### src/rtl/mem_arb.sv
// Arbitrates instruction fetch and load/store onto one registered memory port; LS wins unless IF starved.
// Latency: grant is combinational in IDLE, memory request registered the next cycle, completion on mem_ack.
// Backpressure: requesters hold req until their grant; only IDLE grants, so a busy port stalls both sides.
module mem_arb #(
    parameter int STARVE_MAX = 4,
    parameter int AW         = 32
) (
    input  logic          clk,
    input  logic          rst,
    input  logic          if_req,
    input  logic [AW-1:0] if_addr,
    output logic          if_gnt,
    output logic          if_rvalid,
    output logic [31:0]   if_rdata,
    input  logic          ls_req,
    input  logic          ls_we,
    input  logic [AW-1:0] ls_addr,
    input  logic [31:0]   ls_wdata,
    input  logic [3:0]    ls_be,
    output logic          ls_gnt,
    output logic          ls_done,
    output logic [31:0]   ls_rdata,
    output logic          mem_req,
    output logic          mem_we,
    output logic [AW-1:0] mem_addr,
    output logic [31:0]   mem_wdata,
    output logic [3:0]    mem_be,
    input  logic          mem_ack,
    input  logic [31:0]   mem_rdata,
    output logic          busy
);

    localparam int SW = $clog2(STARVE_MAX + 2);
    localparam logic [SW-1:0] STARVE_LIM = SW'(STARVE_MAX);

    typedef enum logic [1:0] {
        IDLE,
        IF_WAIT,
        LS_WAIT
    } state_t;

    typedef struct packed {
        logic          we;
        logic [AW-1:0] addr;
        logic [31:0]   wdata;
        logic [3:0]    be;
    } mem_cmd_t;

    state_t        state, state_nxt;
    logic [SW-1:0] starve_cnt, starve_nxt;
    mem_cmd_t      cmd_q, cmd_d;
    logic          if_forced;

    // IF takes the port only once LS has been granted STARVE_MAX times in a row over it
    assign if_forced = if_req && (starve_cnt == STARVE_LIM);

    always_comb begin
        state_nxt  = state;
        starve_nxt = starve_cnt;
        cmd_d      = cmd_q;
        if_gnt     = 1'b0;
        ls_gnt     = 1'b0;
        case (state)
            IDLE: begin
                if (!rst) begin
                    if (ls_req && !if_forced) begin
                        ls_gnt    = 1'b1;
                        state_nxt = LS_WAIT;
                        cmd_d     = '{we: ls_we, addr: ls_addr, wdata: ls_wdata, be: ls_be};
                        if (!if_req)
                            starve_nxt = '0;
                        else if (starve_cnt != STARVE_LIM)
                            starve_nxt = starve_cnt + SW'(1);
                    end else if (if_req) begin
                        if_gnt     = 1'b1;
                        state_nxt  = IF_WAIT;
                        cmd_d      = '{we: 1'b0, addr: if_addr, wdata: 32'h0, be: 4'hF};
                        starve_nxt = '0;
                    end
                end
            end
            IF_WAIT, LS_WAIT: begin
                if (mem_ack)
                    state_nxt = IDLE;
            end
            default: state_nxt = IDLE;
        endcase
    end

    always_ff @(posedge clk or posedge rst) begin
        if (rst) begin
            state      <= IDLE;
            starve_cnt <= '0;
            mem_req    <= 1'b0;
            cmd_q      <= '0;
        end else begin
            state      <= state_nxt;
            starve_cnt <= starve_nxt;
            mem_req    <= (state_nxt != IDLE);
            cmd_q      <= cmd_d;
        end
    end

    assign mem_we    = cmd_q.we;
    assign mem_addr  = cmd_q.addr;
    assign mem_wdata = cmd_q.wdata;
    assign mem_be    = cmd_q.be;
    assign busy      = (state != IDLE);

    // mem_ack outside a wait state is ignored; store completions return zero data
    assign if_rvalid = (state == IF_WAIT) && mem_ack;
    assign if_rdata  = if_rvalid ? mem_rdata : 32'h0;
    assign ls_done   = (state == LS_WAIT) && mem_ack;
    assign ls_rdata  = (ls_done && !cmd_q.we) ? mem_rdata : 32'h0;

endmodule

### config.mk
export PLATFORM = sky130hd
export DESIGN_NAME = mem_arb
export DESIGN_NICKNAME = d
export VERILOG_FILES = /design/src/rtl/mem_arb.sv
export SDC_FILE = /design/constraint.sdc
export NUM_CORES = 1
export LEC_CHECK = 0
export ABC_AREA = 1
export ABC_CLOCK_PERIOD_IN_PS = 6400
export CAP_MARGIN = 5
export CORE_AREA = 2 2 108 110
export CTS_BUF_LIST = sky130_fd_sc_hd__clkbuf_8
export DETAILED_ROUTE_END_ITERATION = 7
export DIE_AREA = 0 0 110 112
export GPL_TIMING_DRIVEN = 1
export HOLD_SLACK_MARGIN = 0.06
export PLACE_DENSITY = 0.8
export SYNTH_ARGS = -nofsm -noshare
export SYNTH_HDL_FRONTEND = slang
export SYNTH_SLANG_ARGS = --single-unit
### constraint.sdc
create_clock -name clk -period 6.4 [get_ports clk]
set_input_delay 1.28 -clock clk [delete_from_list [all_inputs] [get_ports clk]]
set_output_delay 1.28 -clock clk [all_outputs]
set_load 0.02 [all_outputs]
==> results.md, run 1 <==
- First-pass GRT wire length: 19900 µm
- Number of different library cells in the post-synthesis netlist: 19
- Setup fix buffers added after clock tree synthesis: 0
- RSZ-0062 raised after global routing: no
- Cell repeated most along the worst path: sky130_fd_sc_hd__clkdlybuf4s50_1
- Warnings, synthesis: 0
- Largest net degree at the start of global routing: 76
- CTS Root Cell: sky130_fd_sc_hd__clkbuf_8
- Worst supply voltage drop on vdd: 0.217 mV
- Final net count: 900
- Global-route usage over all layers: 0.206
- Cells on worst reg2reg path: 10
- Run status: complete, no violations
- Number of nets produced by synthesis: 636
- First DRT Iteration DRCs: 336
- Most frequent standard cell in the layout excluding fill and tap cells: sky130_fd_sc_hd__clkdlybuf4s50_1
- Insertion delay to the later sink of the worst-skew pair: 0.34 ns
- Leading cell types in the layout, fill and taps excluded: sky130_fd_sc_hd__clkdlybuf4s50_1, sky130_fd_sc_hd__nand2_1, sky130_fd_sc_hd__nor2_1
- Topmost layer with routed signal wires: met4
- List of cells traversed by the critical path: clkdlybuf4s50_1 -> nand3_2 -> nand2_2 -> buf_4 -> inv_2 -> nand2_4 -> inv_4 -> clkdlybuf4s50_1
- Total inserted antenna cells: 0
- Kind of cell with the highest combined delay on the critical path: buffers and inverters
- Total core area: 0.0112 mm²
- Largest driver fanout on the critical path: 34
- Final max-slew violation count: 0
- CTS max path bufs: 2
- Required time reported for the critical path endpoint: 5.12 ns
- Met1 Wirelength: 5000 µm
- CTS clock-pin slew for the worst setup and hold paths: 0.08 ns
- Ratio of routed vias to standard cells: 4.66
- Multi-input gate area: 0.00146 mm²
- Worst setup path category: in -> out
- Routed length on met3: 1480 µm
- Classification of the worst-slack hold path: reg -> reg
- Stage delay of the slowest cell on the critical path: 0.67 ns
- Critical path launch point type: primary input
- Number of clock sinks seen by CTS: 75
- Final cell count without fillers: 904
- Maximum level of the CTS H-tree: 3
- Stages on worst setup path: 8
- Die Width: 110 µm
- Total detailed-routing wirelength: 13100 µm
- Post-CTS Resized: 0
- Setup_tns: 0 ns
- Setup skew after layout: 0.00900 ns
- Fillers: 985
- Cell count after placement: 888
- Placer's final routability congestion estimate: 0.797
- Detailed-route wire length per cell: 14.5 µm
- Via count: 4209
- Worst-margin pin slew: 1.08 ns
- Synthesized area per cell: 7.46 µm²
- R2R Path Start: state[0]
- Lkg Pwr: 0.00312 µW
- Total congestion overflow: 0
- Final cycle utilization of the critical path: 0.816
- Total CTS buffers: 9
- Floorplan row count: 39
- Number of hold buffers added after CTS: 0
- Fraction of final layout cells with drive strength greater than 1: 0.0368
- Storage element area: 0.00188 mm²
- Clock tree from TritonCTS: yes
- Area of the die: 0.0123 mm²
- PwrDens: 393 mW/mm²
- Shortest period the worst path allows: 5.22 ns
- Worst setup path end: ls_gnt
- Share of the yosys chip area belonging to registers: 0.511
- CP Capture Type: primary output
- Data arrival at the endpoint of the critical path: 3.94 ns
- IO buf count: 276
- Post-detailed-route count of antenna-violating nets: 0
- Reg-to-reg critical path endpoint: mem_wdata[10]
- Initial core utilization: 0.329
- Amount of wire on met2 after detailed routing: 6360 µm
- Critical path buffers and inverters: 5
- Number of antenna violations at the first check in global routing: 0
- Cell type of the slowest stage on the worst timing path: sky130_fd_sc_hd__clkdlybuf4s50_1
- Initial DRT Pass Iterations: 4
- Cells after synthesis: 492
- Post-synthesis register bit count: 75
- Overall die height: 112 µm
- Power after layout: 2630 µW
- Origin of the worst setup path: if_req
- Max_cap viols: 0
- Number of hold violations in the final report: 0
- Synth-to-layout area growth: 82.0%
- Max frequency: 0.191 GHz
- Boundary pin count: 277
- Number of remaining DRC errors: 0
- Worst rel slew slack: 0.277
- Combined area of all synthesized cells: 0.00367 mm²
- DPL Wire Length: 9930 µm
- Number of global-route vias before repair: 4187
- Total of endpoints with negative setup slack in the final report: 0
- Slack of the worst reg-to-reg path: 4.09 ns
[stage by stage]
stage                     hold slack (ns)  setup slack (ns)   util  area, µm²
after floorplan                     0.508              2.87      -       3670
after global placement              0.461              1.30  0.581       6490
after detailed placement            0.465              1.23  0.581       6490
after CTS                           0.491              1.22  0.598       6690
after global routing                0.510              1.02  0.598       6690
final                               0.487              1.18  0.598       6690
[cell families after synthesis]
kind of cell,Yosys count,synth area share
adders and majority gates,6,0.0204
AOI/OAI and AO/OA,71,0.0988
buffers and inverters,77,0.0944
DFF,75,0.511
and+or+nand+nor,263,0.275
[cell usage after synthesis]
library cell / n / area share
sky130_fd_sc_hd__nor2_1: 113 / 0.12
sky130_fd_sc_hd__nor2_2: 1 / 0.0017
sky130_fd_sc_hd__clkbuf_1: 7 / 0.0072
sky130_fd_sc_hd__nand2_2: 1 / 0.0017
sky130_fd_sc_hd__nand3_2: 1 / 0.0027
sky130_fd_sc_hd__buf_6: 5 / 0.015
sky130_fd_sc_hd__nand3_1: 4 / 0.0055
sky130_fd_sc_hd__nand2_4: 1 / 0.0031
sky130_fd_sc_hd__buf_2: 14 / 0.019
sky130_fd_sc_hd__o21ai_0: 1 / 0.0014
sky130_fd_sc_hd__o22ai_1: 3 / 0.0051
sky130_fd_sc_hd__inv_2: 3 / 0.0031
sky130_fd_sc_hd__nand2_1: 142 / 0.15
sky130_fd_sc_hd__dfrtp_1: 75 / 0.51
sky130_fd_sc_hd__a21oi_1: 66 / 0.090
sky130_fd_sc_hd__ha_1: 6 / 0.020
sky130_fd_sc_hd__inv_1: 47 / 0.048
sky130_fd_sc_hd__o21ai_2: 1 / 0.0024
sky130_fd_sc_hd__inv_4: 1 / 0.0017
[worst min-delay path by stage]
| stage | endpoint | slack, ns | start | depth (start not counted) |
|---|---|---|---|---|
| 4_1_cts | mem_wdata[4] | 0.49 | mem_wdata[4] | 2 |
| 5_1_grt | mem_wdata[23] | 0.51 | mem_wdata[23] | 2 |
| 6_report | mem_wdata[23] | 0.49 | mem_wdata[23] | 2 |
| 2_1_floorplan | starve_cnt[2] | 0.51 | starve_cnt[2] | 2 |
| 3_5_place_dp | mem_wdata[26] | 0.46 | mem_wdata[26] | 2 |
| 3_3_place_gp | mem_wdata[26] | 0.46 | mem_wdata[26] | 2 |
[flip-flops by register name (all words and copies together), names as in the netlist]
signal      cells
mem_addr       32
mem_be          4
mem_req         1
mem_wdata      32
mem_we          1
starve_cnt      3
state           2
[worst min-delay path: stages, from the launching register on]
cell and delay (ns):
sky130_fd_sc_hd__dfrtp_1 0.35, sky130_fd_sc_hd__nand2_1 0.05, sky130_fd_sc_hd__nand2_1 0.05
[layout make-up]
class                   count  share of cell area
repair buffers            279               0.417
flip-flops and latches     75               0.281
multi-input cells         340               0.218
inverters                  51              0.0292
well taps                 143              0.0268
clock buffers               9              0.0185
clock inverters             7              0.0103
[per-layer routing]
layer  track usage  vias up
met5             0        -
met4        0.0802        0
met3        0.0790       26
met2         0.355      205
met1         0.225     1958
li1              -     2020
[power by group]
| part | switching [µW] | total (µW) | internal (µW) |
|---|---|---|---|
| Sequential | 129 | 825 | 696 |
| Combinational | 781 | 1440 | 663 |
| Clock | 178 | 357 | 179 |
| Total | 1090 | 2630 | 1540 |
Note: power is estimated with default switching activity, not from simulation.
==> run 2, diff against run 1 <==
==> config.mk (replaced) <==
export PLATFORM = sky130hd
export DESIGN_NAME = mem_arb
export DESIGN_NICKNAME = d
export VERILOG_FILES = /design/src/rtl/mem_arb.sv
export SDC_FILE = /design/constraint.sdc
export NUM_CORES = 1
export LEC_CHECK = 0
export ABC_AREA = 1
export ABC_CLOCK_PERIOD_IN_PS = 4790
export CAP_MARGIN = 5
export CORE_UTILIZATION = 32
export CTS_BUF_LIST = sky130_fd_sc_hd__clkbuf_8
export DETAILED_ROUTE_END_ITERATION = 7
export GPL_TIMING_DRIVEN = 1
export HOLD_SLACK_MARGIN = 0.06
export PLACE_DENSITY = 0.81
export SYNTH_ARGS = -nofsm -noshare
export SYNTH_HDL_FRONTEND = slang
export SYNTH_SLANG_ARGS = --single-unit
==> constraint.sdc (replaced) <==
create_clock -name clk -period 4.79 [get_ports clk]
set_input_delay 0.958 -clock clk [delete_from_list [all_inputs] [get_ports clk]]
set_output_delay 0.958 -clock clk [all_outputs]
set_load 0.02 [all_outputs]
==> run 2 against run 1 <==
Effect of this change:
- sequential share of layout area down 0.094 points
- cell count fell by 0.33%
- utilization rose by 0.98 points
- setup slack worse by 0.45 ns
==> results.md, run 2 (same netlist as run 1, synthesis figures left out) <==
- Run status: complete, no violations (unchanged)
- Placer's final routability congestion estimate: 0.895 (was 0.797)
- Max frequency: 0.246 GHz
- Dpl cell area: 0.00650 mm² (was 0.00649 mm²)
- Detailed-route wire length per cell: 14.2 µm (was 14.5 µm)
- Met1 Wirelength: 4990 µm (was 5000 µm)
- First DRT Iteration DRCs: 267 (was 336)
- Fraction of final layout cells with drive strength greater than 1: 0.0381 (was 0.0368)
- Via count: 4178 (was 4209)
- Total of endpoints with negative setup slack in the final report: 0 (unchanged)
- Fillers: 976 (was 985)
- Final cycle utilization of the critical path: 0.847
- RSZ-0062 raised after global routing: no (unchanged)
- Cell area after layout: 0.00671 mm² (was 0.00669 mm²)
- Max_cap viols: 0 (unchanged)
- Kind of cell with the highest combined delay on the critical path: buffers and inverters (unchanged)
- Stage delay of the slowest cell on the critical path: 0.66 ns (was 0.67 ns)
- Total congestion overflow: 0 (unchanged)
- Total core area: 0.0110 mm² (was 0.0112 mm²)
- Leading cell types in the layout, fill and taps excluded: sky130_fd_sc_hd__clkdlybuf4s50_1, sky130_fd_sc_hd__nand2_1, sky130_fd_sc_hd__nor2_1 (unchanged)
- First-pass GRT wire length: 19200 µm (was 19900 µm)
- Initial core utilization: 0.333 (was 0.329)
- Die Width: 109 µm (was 110 µm)
- Number of hold violations in the final report: 0 (unchanged)
- Critical path buffers and inverters: 3 (was 5)
- Most frequent standard cell in the layout excluding fill and tap cells: sky130_fd_sc_hd__clkdlybuf4s50_1 (unchanged)
- Boundary pin count: 277 (unchanged)
- Multi-input gate area: 0.00146 mm² (unchanged)
- Number of antenna violations at the first check in global routing: 0 (unchanged)
- Origin of the worst setup path: mem_ack (was if_req)
- CTS clock-pin slew for the worst setup and hold paths: 0.07 ns (was 0.08 ns)
- Final net count: 902 (was 900)
- R2R Path Start: state[0] (unchanged)
- CP Capture Type: primary output (unchanged)
- Number of global-route vias before repair: 4107 (was 4187)
- Floorplan row count: 38 (was 39)
- Worst supply voltage drop on vdd: 0.299 mV (was 0.217 mV)
- Amount of wire on met2 after detailed routing: 6280 µm (was 6360 µm)
- Clock tree from TritonCTS: yes (unchanged)
- Required time reported for the critical path endpoint: 3.83 ns (was 5.12 ns)
- Post-detailed-route count of antenna-violating nets: 0 (unchanged)
- Lkg Pwr: 0.00313 µW (was 0.00312 µW)
- Largest driver fanout on the critical path: 32 (was 34)
- Insertion delay to the later sink of the worst-skew pair: 0.35 ns (was 0.34 ns)
- Maximum level of the CTS H-tree: 3 (unchanged)
- Number of clock sinks seen by CTS: 75 (unchanged)
- List of cells traversed by the critical path: clkdlybuf4s50_1 -> nand2_1 -> inv_1 -> nand2_1 -> nor2_1 -> clkdlybuf4s50_1 (was clkdlybuf4s50_1 -> nand3_2 -> nand2_2 -> buf_4 -> inv_2 -> nand2_4 -> inv_4 -> clkdlybuf4s50_1)
- DPL Wire Length: 9700 µm (was 9930 µm)
- Number of remaining DRC errors: 0 (unchanged)
- Setup fix buffers added after clock tree synthesis: 0 (unchanged)
- Critical path launch point type: primary input (unchanged)
- Global-route usage over all layers: 0.208 (was 0.206)
- Total CTS buffers: 9 (unchanged)
- Worst setup path category: in -> out (unchanged)
- Total inserted antenna cells: 0 (unchanged)
- Data arrival at the endpoint of the critical path: 3.10 ns (was 3.94 ns)
- Synth-to-layout area growth: 82.7% (was 82.0%)
- Worst-margin pin slew: 1.05 ns (was 1.08 ns)
- IO buf count: 276 (unchanged)
- CTS Root Cell: sky130_fd_sc_hd__clkbuf_8 (unchanged)
- Worst Hold Launch: mem_wdata[3] (was mem_wdata[23])
- Cell type of the slowest stage on the worst timing path: sky130_fd_sc_hd__clkdlybuf4s50_1 (unchanged)
- Ratio of routed vias to standard cells: 4.64 (was 4.66)
- Post-CTS Resized: 0 (unchanged)
- Final max-slew violation count: 0 (unchanged)
- Largest net degree at the start of global routing: 66 (was 76)
- Topmost layer with routed signal wires: met4 (unchanged)
- Initial DRT Pass Iterations: 4 (unchanged)
- Total detailed-routing wirelength: 12800 µm (was 13100 µm)
- CTS max path bufs: 2 (unchanged)
- Setup_tns: 0 ns (unchanged)
- Overall die height: 109 µm (was 112 µm)
- Classification of the worst-slack hold path: reg -> reg (unchanged)
- Storage element area: 0.00188 mm² (unchanged)
- Area of the die: 0.0119 mm² (was 0.0123 mm²)
- Shortest period the worst path allows: 4.06 ns
- Setup skew after layout: 0.0133 ns (was 0.00900 ns)
- PwrDens: 529 mW/mm² (was 393 mW/mm²)
- Routed length on met3: 1260 µm (was 1480 µm)
- Number of hold buffers added after CTS: 0 (unchanged)
- Worst rel slew slack: 0.301 (was 0.277)
-- run 2: layout make-up --
type	count	share of cell area
tap	140	0.0261
timing repair buffer	281	0.417
clock buffer	9	0.0185
multi-input combinational	340	0.217
clock inverter	5	0.0119
sequential	75	0.280
inverter	51	0.0291
-- run 2: through the flow --
stage / utilization / cells / worst slack (ns) / hold slack (ns) / power, µW
6_report: 0.608 / 901 / 0.731 / 0.482 / 3550
5_1_grt: 0.608 / 901 / 0.566 / 0.507 / 3770
4_1_cts: 0.608 / 901 / 0.756 / 0.485 / 3580
3_5_place_dp: 0.590 / 887 / 0.756 / 0.464 / 3050
3_3_place_gp: 0.590 / 887 / 0.902 / 0.460 / 2990
2_1_floorplan: - / 492 / 1.58 / 0.508 / 2060
-- run 2: final timing paths --
check / to / slack (ns) / cells past startpoint
max: ls_rdata[18] / 0.73 / 6
min: mem_wdata[3] / 0.48 / 2
max reg2reg: mem_addr[3] / 2.82 / 8
min reg2reg: mem_wdata[3] / 0.48 / 2
max in group asynchronous: mem_wdata[18] / 2.76 / 3
min in group asynchronous: mem_req / 1.14 / 2
-- run 2: power breakdown --
group | internal (µW) | total [µW] | switching (µW)
combinational | 891 | 1930 | 1040
sequential | 930 | 1110 | 176
clock | 287 | 511 | 224
-- run 2: layer usage --
metal  up-vias  track usage
met5         -            0
met4         0       0.0907
met3        21       0.0652
met2       205        0.358
met1      1925        0.236
li1       2027            -
-- run 2: worst register-to-register path: cells and delay by family, from the launching register on --
kind	cells	cell delay, ns
AND/OR/NAND/NOR	1	0.05
adder cells (fa/ha/maj)	1	0.27
buffers and inverters	3	0.76
AO/OA/AOI/OAI	3	0.38
flip-flops	1	0.42
